[config.mk]
export PLATFORM = sky130hd
export DESIGN_NAME = op_stack_unit
export DESIGN_NICKNAME = d
export VERILOG_FILES = /design/src/rtl/op_stack_unit.sv
export SDC_FILE = /design/constraint.sdc
export NUM_CORES = 1
export LEC_CHECK = 0
export ABC_CLOCK_PERIOD_IN_PS = 5400
export BUFFER_PORTS_ARGS = -buffer_cell sky130_fd_sc_hd__buf_2
export CORE_MARGIN = 8
export CORE_UTILIZATION = 35
export CTS_CLUSTER_DIAMETER = 150
export DETAILED_ROUTE_END_ITERATION = 10
export HOLD_SLACK_MARGIN = 0.15
export PLACE_DENSITY = 0.49
export SLEW_MARGIN = 10
export SYNTH_ARGS = -nofsm -noshare
export SYNTH_HDL_FRONTEND = slang
export SYNTH_SLANG_ARGS = --single-unit
[constraint.sdc]
create_clock -name clk -period 5.4 [get_ports clk]
set_input_delay 0.27 -clock clk [delete_from_list [all_inputs] [get_ports clk]]
set_output_delay 0.27 -clock clk [all_outputs]
set_load 0.01 [all_outputs]
[src/rtl/op_stack_unit.sv]
// op_stack_unit: LIFO operand stack with in-place stack commands
// (PUSH/POP/DUP/SWAP) and stack-to-stack ALU ops (ADD/SUB/AND).
// Single-cycle commands commit on the acceptance edge. DUP, SWAP and the
// ALU ops latch their operands on acceptance and commit one edge later,
// in EXEC. Optional feature macro: OP_STACK_PEEK_EN adds a combinational
// peek port that reads any entry counted from the top.
module op_stack_unit #(
    parameter int WIDTH = 8,
    parameter int DEPTH = 16
) (
    input  logic                     clk,
    input  logic                     rst,
    input  logic                     cmd_valid,
    output logic                     cmd_ready,
    input  logic [2:0]               cmd_op,
    input  logic [WIDTH-1:0]         cmd_data,
    input  logic                     clr_err,
`ifdef OP_STACK_PEEK_EN
    input  logic [$clog2(DEPTH)-1:0] peek_idx,
    output logic [WIDTH-1:0]         peek_data,
`endif
    output logic [WIDTH-1:0]         tos_out,
    output logic [$clog2(DEPTH):0]   depth_out,
    output logic                     zero,
    output logic                     carry,
    output logic                     err_overflow,
    output logic                     err_underflow
);

    localparam int AW  = $clog2(DEPTH);
    localparam int SPW = AW + 1;

    localparam logic [2:0] OP_NOP  = 3'd0;
    localparam logic [2:0] OP_PUSH = 3'd1;
    localparam logic [2:0] OP_POP  = 3'd2;
    localparam logic [2:0] OP_DUP  = 3'd3;
    localparam logic [2:0] OP_SWAP = 3'd4;
    localparam logic [2:0] OP_ADD  = 3'd5;
    localparam logic [2:0] OP_SUB  = 3'd6;
    localparam logic [2:0] OP_AND  = 3'd7;

    localparam logic [0:0] ST_IDLE = 1'b0;
    localparam logic [0:0] ST_EXEC = 1'b1;

    logic [WIDTH-1:0] r_mem [DEPTH];
    logic [SPW-1:0]   r_sp;
    logic [0:0]       r_state;
    logic [2:0]       r_op;
    logic [WIDTH-1:0] r_opa;
    logic [WIDTH-1:0] r_opb;
    logic             r_carry;
    logic             r_err_ovf;
    logic             r_err_udf;

    logic             w_idle;
    logic             w_accept;
    logic             w_empty;
    logic             w_full;
    logic             w_lt2;
    logic [AW-1:0]    w_idx_sp;
    logic [AW-1:0]    w_idx_top;
    logic [AW-1:0]    w_idx_2nd;
    logic             w_push;
    logic             w_pop;
    logic             w_start_multi;
    logic             w_set_ovf;
    logic             w_set_udf;
    logic [WIDTH:0]   w_sum;
    logic [WIDTH:0]   w_diff;
    logic [WIDTH-1:0] w_alu_res;
    logic [WIDTH-1:0] w_tos;

    assign w_idle    = (r_state == ST_IDLE);
    assign w_accept  = cmd_valid && w_idle;
    assign w_empty   = (r_sp == '0);
    assign w_full    = (r_sp == SPW'(DEPTH));
    assign w_lt2     = (r_sp < SPW'(2));
    // Indices wrap modulo DEPTH; they are only used when the access is legal.
    assign w_idx_sp  = r_sp[AW-1:0];
    assign w_idx_top = r_sp[AW-1:0] - AW'(1);
    assign w_idx_2nd = r_sp[AW-1:0] - AW'(2);

    // Decode the accepted command into its legal action or an error flag.
    always_comb begin
        w_push        = 1'b0;
        w_pop         = 1'b0;
        w_start_multi = 1'b0;
        w_set_ovf     = 1'b0;
        w_set_udf     = 1'b0;
        if (w_accept) begin
            case (cmd_op)
                OP_PUSH: begin
                    if (w_full) w_set_ovf = 1'b1;
                    else        w_push    = 1'b1;
                end
                OP_POP: begin
                    if (w_empty) w_set_udf = 1'b1;
                    else         w_pop     = 1'b1;
                end
                OP_DUP: begin
                    // Underflow takes precedence over overflow.
                    if (w_empty)     w_set_udf     = 1'b1;
                    else if (w_full) w_set_ovf     = 1'b1;
                    else             w_start_multi = 1'b1;
                end
                OP_SWAP, OP_ADD, OP_SUB, OP_AND: begin
                    if (w_lt2) w_set_udf     = 1'b1;
                    else       w_start_multi = 1'b1;
                end
                default: ;
            endcase
        end
    end

    // ALU on the latched operands; bit WIDTH of the difference is the borrow.
    assign w_sum  = {1'b0, r_opa} + {1'b0, r_opb};
    assign w_diff = {1'b0, r_opa} - {1'b0, r_opb};

    // Select the EXEC result written back to the second entry.
    always_comb begin
        case (r_op)
            OP_ADD:  w_alu_res = w_sum[WIDTH-1:0];
            OP_SUB:  w_alu_res = w_diff[WIDTH-1:0];
            default: w_alu_res = r_opa & r_opb;
        endcase
    end

    // Control state: FSM, stack pointer, operand latches, carry, error flags.
    always_ff @(posedge clk or posedge rst) begin
        if (rst) begin
            r_state   <= ST_IDLE;
            r_sp      <= '0;
            r_op      <= OP_NOP;
            r_opa     <= '0;
            r_opb     <= '0;
            r_carry   <= 1'b0;
            r_err_ovf <= 1'b0;
            r_err_udf <= 1'b0;
        end else begin
            // Sticky flags: a new error wins over a simultaneous clear.
            r_err_ovf <= w_set_ovf | (r_err_ovf & ~clr_err);
            r_err_udf <= w_set_udf | (r_err_udf & ~clr_err);
            if (r_state == ST_IDLE) begin
                if (w_push) r_sp <= r_sp + SPW'(1);
                if (w_pop)  r_sp <= r_sp - SPW'(1);
                if (w_start_multi) begin
                    r_op    <= cmd_op;
                    r_opa   <= r_mem[w_idx_2nd];
                    r_opb   <= r_mem[w_idx_top];
                    r_state <= ST_EXEC;
                end
            end else begin
                case (r_op)
                    OP_DUP: r_sp <= r_sp + SPW'(1);
                    OP_ADD: begin
                        r_sp    <= r_sp - SPW'(1);
                        r_carry <= w_sum[WIDTH];
                    end
                    OP_SUB: begin
                        r_sp    <= r_sp - SPW'(1);
                        r_carry <= w_diff[WIDTH];
                    end
                    OP_AND: r_sp <= r_sp - SPW'(1);
                    default: ;
                endcase
                r_state <= ST_IDLE;
            end
        end
    end

    // Entry storage: PUSH writes in IDLE, multi-cycle ops write back in EXEC.
    always_ff @(posedge clk) begin
        if (!rst) begin
            if (w_push) r_mem[w_idx_sp] <= cmd_data;
            if (r_state == ST_EXEC) begin
                case (r_op)
                    OP_DUP: r_mem[w_idx_sp] <= r_opb;
                    OP_SWAP: begin
                        r_mem[w_idx_2nd] <= r_opb;
                        r_mem[w_idx_top] <= r_opa;
                    end
                    OP_ADD, OP_SUB, OP_AND: r_mem[w_idx_2nd] <= w_alu_res;
                    default: ;
                endcase
            end
        end
    end

    assign w_tos         = w_empty ? '0 : r_mem[w_idx_top];
    assign tos_out       = w_tos;
    assign depth_out     = r_sp;
    assign zero          = (w_tos == '0);
    assign carry         = r_carry;
    assign err_overflow  = r_err_ovf;
    assign err_underflow = r_err_udf;
    assign cmd_ready     = w_idle;

`ifdef OP_STACK_PEEK_EN
    logic [AW-1:0] w_peek_pos;
    assign w_peek_pos = r_sp[AW-1:0] - AW'(1) - peek_idx;
    assign peek_data  = ({1'b0, peek_idx} >= r_sp) ? '0 : r_mem[w_peek_pos];
`endif

endmodule

==> results by group, run 1 <==
Run status
  – Status: finished, final reports clean

Synthesis
  – Syn Nets: 822
  – Cells after Synth: between 700 and 800
  – Yosys warnings: 0
  – Post-synth ARST share: between 10% and 20%
  – Register area share after synthesis: between 40% and 50%
  – Avg Cell Area, Syn: ~13 sq um
  – Synthesized area: around 10000 sq um
  – Main synth FF type: edfxtp_1
  – Unique masters post-synth: between 50 and 60
  – Post-synth EDFFs: about 130
  – Seq cells post-synth: between 150 and 200

Clock tree
  – H-tree depth: 4
  – Clk sink count: around 160
  – TritonCTS clock tree: built
  – Root Buffer: clkbuf_16
  – Post-CTS sizing: 0
  – TritonCTS Buffers: 17
  – Clock slew at reported path FFs: 0.07 ns
  – Clk Latency, worst-skew pair: ~0.44 ns
  – CTS max path bufs: 2

Flow run
  – Max cap viols: 0

Routing
  – DRC violations left: 0
  – Pre-antenna DRT Iters: 7
  – Vias per cell: approximately 5.8
  – WL/cell: 25.17 um
  – DRT Wirelength: between 30000 and 40000 um
  – First DRT Iteration DRCs: between 600 and 700
  – DR vias: ~7000
  – Post-route ant nets: 0

Setup path
  – Crit path launch type: register
  – Worst path top cell family by delay: multiplexers
  – Crit-path slowest cell: dfrtp_4
  – CP Class: register to primary output
  – Req. time, crit path: between 5 and 6 ns
  – Worst stage delay on the critical path: a little over 0.8 ns
  – CP arrival: 4.14 ns
  – CP Capture Type: primary output
  – Cell mode on critical path: mux4_2
  – CP Buf/Inv Count: 3
  – Crit path cell chain: inv_1 > ha_1 > buf_4 > mux4_2 > mux4_2 > nor4_1 > nor2_1 > nor4b_2 > buf_2
  – Crit path max fanout: 36

Timing
  – Fin crit share: 81.67%
  – Fmax: between 0.2 and 0.25 GHz
  – Hold Fails Final Rpt: 0
  – Min Hold Slack: around 0.17 ns
  – Fin crit period: approximately 4.4 ns
  – Setup violators final: 0
  – Final WS setup: about 1 ns
  – Max-slew violation count: 0
  – Max_slew headroom: between 15 and 20%
  – Least-Margin Pin Slew: 1.221 ns
  – Unrepaired setup endpoints after global routing: false
  – Setup tns final: 0 ns
  – Clk_skew: 0.01719 ns

Placed design
  – Port Buf Inserts: 32
  – Routability congestion estimate: 0.8532
  – HPWL after DPL: around 23000 um
  – Placed Area: around 11000 sq um
  – Setup WS pre-CTS: approximately 1.4 ns
  – Cell Count Post-Placement: ~1200

Power and ir drop
  – LEAKAGE: between 3 and 4 nW
  – Switching power: roughly 0.0028 W
  – Int Pwr: about 0.0038 W
  – Peak supply drop: between 0.0002 and 0.0003 V
  – Clock power frac: about 18%
  – Part of the power in combinational logic: between 50 and 60%
  – PD cells: between 500 and 600 nW/um^2
  – Flop pwr share: 28.8%
  – Net Sw Frac: 42.73%

Finish
  – Most common cell after layout, fill and taps aside: edfxtp_1
  – Share of cells above drive strength 1: around 36%
  – Syn-to-layout area delta: 11.88%
  – Design area: between 10000 and 15000 sq um
  – Most frequent cells in the layout: 128 x edfxtp_1, 106 x mux2_2, 81 x mux4_2, 59 x nand2_1, 56 x o21ai_0
  – Final #Nets: between 800 and 900
  – Antenna Cells: 0
  – Non-Filler Instances: roughly 1200

GRT
  – Initial antenna violation count: 0
  – Largest net degree at the start of global routing: 39
  – Global-route wire length before repair: about 46000 um
  – Grt total ovfl: 0
  – GRT Resource Usage Total: between 15 and 20%
  – Vias in the first global route: just over 7000

Floorplanning
  – Core area: between 20000 and 30000 sq um
  – Die ar.: 34480 sq um
  – Initial core utilization: 35.30%
  – # rows: 62
  – Die Wd: 185.7 um
  – IO Pins: 33
  – Die Span Y: about 190 um

Min path
  – Min-delay worst type: primary input to register
synth_stat cells (2+ instances only):
cell type  count  area (sq um)
nor3_2         2         20.02
nand3b_1       2         15.01
clkbuf_1      42         157.7
edfxtp_1     128          3844
o21bai_1       2         15.01
mux2_2       106          1194
and3_1         2         12.51
xor2_1         3         26.28
inv_1         26         97.59
a21oi_1       34         170.2
a21o_1         3         22.52
dfrtp_1       28         700.7
o21ai_0       56         280.3
o32a_1         2         20.02
mux2i_1        8         80.08
ha_1          26         325.3
o2111ai_1      2         17.52
a41oi_1        2         17.52
o21ai_1        2         10.01
nand2b_1       6         37.54
nor4_1         2         12.51
mux4_2        81          1824
nand2_1       59         221.5
buf_4          2         15.01
o31ai_1        3         22.52
nor2_1        39         146.4
fa_1           2         40.04
xnor2_1        9         78.83
nand3_1       21         105.1
o32ai_1        5         43.79
and2_1         4         25.02
o22ai_1        6         37.54
a31oi_1        3         18.77
buf_2         15         75.07
nor3_1         5         25.02
nor2b_1       17         106.4
o221ai_1       3         26.28
power by group through the flow:
stage          Clock, W  Combinational [W]  Sequential, W
6_report        0.00116            0.00353        0.00189
5_1_grt         0.00123            0.00381        0.00193
4_1_cts         0.00118            0.00353        0.00189
3_5_place_dp          0            0.00351        0.00192
3_3_place_gp          0            0.00346        0.00191
2_1_floorplan         0            0.00271        0.00165
final cells by class:
type	instances	area, sq um
tap	384	480.5
clock buffer	17	425.4
clock inverter	15	128.9
sequential	156	4549
multi-input combinational	536	5182
fill	2729	17270
inverter	26	97.59
timing repair buffer	64	410.4
layer usage:
layer  up-vias  GRT usage, %  share of wire, %
met5         -             0                 0
met4         0         8.034               3.1
met3        53         2.538               5.5
met2       272         29.54                48
met1      3593         23.51                43
li1       3062             -                 -
path summary, 6_finish.rpt:
path / startpoint / slack [ns] / cells past startpoint / endpoint
worst min-delay path: cmd_op[2] / 0.17 / 3 / err_underflow
worst max-delay path: depth_out[0] / 0.99 / 9 / zero
worst min register to register: carry / 0.50 / 2 / carry
worst max register to register: r_opa[1] / 1.51 / 8 / r_mem[2][5]
min in group asynchronous: rst / 0.47 / 3 / r_opa[1]
max in group asynchronous: rst / 4.26 / 4 / r_opb[6]
repair_timing:
action / CTS / global route
hold endpoints to repair: 18 / 0
buffers inserted: 0 / 0
hold buffers: 4 / 0
sequential cells by signal (all words and copies together) (netlist names):
signal	count
r_mem	128
r_opa	8
r_opb	8
depth_out	5
r_op	3
carry	1
err_overflow	1
err_underflow	1
r_state	1
logic make-up after synthesis:
kind of cell               Yosys count  synth area share, %
muxes                              195                30.74
and+or+nand+nor                    165                7.710
DFF                                156                45.10
AOI/OAI and AO/OA                  135                8.046
buffers and inverters               87                3.576
adders and majority gates           28                3.626
xor gates and xnor gates            13                1.205
per-stage QoR:
step | utilization, % | total power (W)
finish | 39.49 | 0.006588
global route | 39.49 | 0.006968
CTS | 39.49 | 0.006603
detailed placement | 37.41 | 0.005429
global placement | 37.41 | 0.005365
floorplan | - | 0.004355
tightest hold or removal path, cell delays in order:
cell     delay (ns)
buf_2          0.12
a21oi_1        0.05
o22ai_1        0.12
(Power assumes the default switching activity.)
==> run 2: changes to the inputs <==
ABC_AREA = 1   (was default)
ABC_CLOCK_PERIOD_IN_PS = 4520   (was 5400)
clock period = 4.52 ns   (was 5.4 ns; I/O delays follow)
==> run 2 against run 1 <==
Compared with the run above: register-to-register slack got worse by 0.37 ns; combinational power increased by 46%; critical endpoint unchanged; die area increased by 7.8%; largest cell class unchanged.
==> results by group, run 2 <==
Clock tree
  – Root Buffer: clkbuf_16
  – TritonCTS clock tree: built
  – Post-CTS Hold Buffers: 5
  – Clk Latency, worst-skew pair: around 0.44 ns
  – Postcts setup bufs: 0
  – H-tree depth: 4
  – Post-CTS sizing: 0
  – TritonCTS Buffers: 17
  – Clock slew at reported path FFs: approximately 0.07 ns
  – Clk sink count: 156
  – CTS max path bufs: 2

Timing
  – Clk_skew: 0.01282 ns
  – Hold Fails Final Rpt: 0
  – Setup violators final: 0
  – Unrepaired setup endpoints after global routing: false
  – Setup tns final: 0 ns
  – Fin crit period: just under 4 ns
  – Fin crit share: 85.58%
  – Fmax: between 0.2 and 0.3 GHz
  – Max_slew headroom: 23.59%
  – Least-Margin Pin Slew: 1.134 ns
  – Max-slew violation count: 0

Setup path
  – Crit-path slowest cell: buf_4
  – CP arrival: 3.64 ns
  – Crit path max fanout: 106
  – CP Class: register to primary output
  – Crit path cell chain: buf_4 > buf_4 > o21ai_0 > nand2_1 > nand2_1 > nand2_1 > nand2_1 > nand2_1 > nand2_1 > o21ai_0 > nand2_1 > nor2_1 > buf_2
  – Worst stage delay on the critical path: 0.80 ns
  – Worst R2R End: r_mem[4][2]
  – Crit path launch type: register
  – Cell mode on critical path: nand2_1
  – CP Capture Type: primary output
  – Worst-case reg-to-reg path depth: 9
  – Req. time, crit path: approximately 4.3 ns
  – Crit Reg-Reg Startpoint: depth_out[1]
  – Flop2flop setup slack: around 1.1 ns

Synthesis
  – Cells after Synth: approximately 1500
  – Count leader, synth: nand2_1
  – Main synth FF type: edfxtp_1
  – Area contributors post-synth: edfxtp_1 35%, nand2_1 19%, o21ai_0 8.5%, dfrtp_1 6.4%, inv_1 4.8%
  – Register area share after synthesis: about two fifths
  – Unique masters post-synth: 38
  – Syn Nets: around 1500
  – Top cell type's share of synthesized area: about a third
  – Commonest cells post-synth: 557 x nand2_1, 186 x o21ai_0, 141 x inv_1, 128 x edfxtp_1, 85 x nand3_1
  – Post-synth EDFFs: about 130
  – Seq cells post-synth: approximately 160
  – Post-synth ARST share: between 10% and 20%
  – Synthesized area: between 10000 and 15000 sq um
  – Cell accounting for the most synthesized area: edfxtp_1
  – Avg Cell Area, Syn: slightly above 7 sq um
  – Yosys warnings: 0

Finish
  – Regs by FF count: r_mem x128, r_opa x8, r_opb x8
  – Non-Filler Instances: just under 2000
  – Most flop-heavy register: r_mem
  – Share of cells above drive strength 1: 9.967%
  – Design area: 12070 sq um
  – Antenna Cells: 0
  – Final #Nets: 1556
  – Most frequent cells in the layout: 557 x nand2_1, 186 x o21ai_0, 140 x inv_1, 128 x edfxtp_1, 85 x nand3_1
  – Max reg flops: ~130
  – Syn-to-layout area delta: 10.41%
  – Core Util, Final: approximately two fifths
  – Most common cell after layout, fill and taps aside: nand2_1

GRT
  – Largest net degree at the start of global routing: about 110
  – Grt total ovfl: 0
  – Vias in the first global route: ~9400
  – Global-route wire length before repair: about 60000 um
  – GRT Resource Usage Total: ~22%
  – Initial antenna violation count: 1

Floorplanning
  – Die ar.: ~37000 sq um
  – # rows: 64
  – Die Span Y: about 190 um
  – Core area: 30670 sq um
  – Initial core utilization: a little over a third
  – IO Pins: 33
  – Die Wd: roughly 190 um

Routing
  – DRT Wirelength: ~41000 um
  – DR vias: 10370
  – First DRT Iteration DRCs: ~940
  – Vias per cell: ~5.4
  – Post-route ant nets: 0
  – Pre-antenna DRT Iters: 7
  – DRC violations left: 0
  – WL/cell: ~22 um

Placed design
  – Port Buf Inserts: 32
  – Placed Area: 11470 sq um
  – Cell Count Post-Placement: around 1900
  – HPWL after DPL: between 20000 and 30000 um
  – Routability congestion estimate: between 0.8 and 0.9

Power and ir drop
  – PD cells: 707.8 nW/um^2
  – LEAKAGE: approximately 5.2 nW
  – PnR Total Power: between 0.008 and 0.009 W
  – Peak supply drop: 0.0004095 V

Min path
  – Hold depth: 5
  – WHS Endpoint: err_underflow
  – Hold path startpoint: cmd_valid
  – Min-delay worst type: primary input to register

Flow run
  – Max cap viols: 0

Run status
  – Status: finished, final reports clean
[run 2: cell count changes in the layout (fill, tap and decap cells not counted), moves of 9 or more]
cell      change
o21ai_0     +130
nor2b_1      -17
mux4_2       -81
xnor2_1       -9
a21oi_1      +39
nor2_4       +17
nand2_1     +498
mux2_2      -106
nand3_1      +64
inv_1       +114
o211ai_1     +58
inv_2        +18
[run 2: cell families (layout without fill, tap and decap cells)]
group / count (synthesis) / count (layout) / synth area share (%)
buf+inv: 242 / 262 / 9.062
fa+ha+maj: 28 / 28 / 3.341
xor+xnor: 8 / 8 / 0.8124
compound gates: 339 / 339 / 17.27
simple gates: 732 / 732 / 27.96
flops: 156 / 156 / 41.56
[run 2: power by group]
| group | total (W) | switching, W | internal, W |
|---|---|---|---|
| logic | 0.00514 | 0.00370 | 0.00144 |
| clock network | 0.00145 | 0.000648 | 0.000806 |
| registers | 0.00195 | 0.000220 | 0.00173 |
[run 2: worst max-delay path: cells and delay by family (launching register included)]
kind,cells,cell delay (ns)
DFF,1,0.64
and+or+nand+nor,8,0.71
buffers and inverters,3,1.39
AOI/OAI and AO/OA,2,0.42
[run 2: layout make-up]
type	count	area [sq um]
fill	3200	18600
clock inverter	12	123.9
inverter	159	599.3
multi-input combinational	1107	5400
timing repair buffer	72	473.0
sequential	156	4549
clock buffer	19	432.9
tap	396	495.5
[run 2: per-stage QoR]
| stage | hold slack, ns | worst slack [ns] |
|---|---|---|
| global route | 0.2002 | 0.3186 |
| floorplan | 0.2914 | 1.358 |
| CTS | 0.1627 | 0.7116 |
| global placement | 0.3964 | 1.180 |
| detailed placement | 0.4016 | 1.174 |
| finish | 0.1690 | 0.6518 |
[run 2: worst max path at each step]
stage                         endpoint    startpoint  slack [ns]  cells past startpoint
after global placement     r_mem[4][6]  depth_out[1]        1.18                      9
after CTS                         zero  depth_out[0]        0.71                     13
after global routing              zero  depth_out[0]        0.32                     13
after floorplan           r_mem[10][0]  depth_out[1]        1.36                     10
final                             zero  depth_out[0]        0.65                     13
after detailed placement   r_mem[4][6]  depth_out[1]        1.17                      9
[run 2: routing by layer]
metal	GRT usage [%]	vias up	wire, um
li1	-	4994	-
met2	35.70	420	18980
met3	4.012	77	2716
met5	0	-	0
met4	9.166	0	1525
met1	29.45	4874	18220
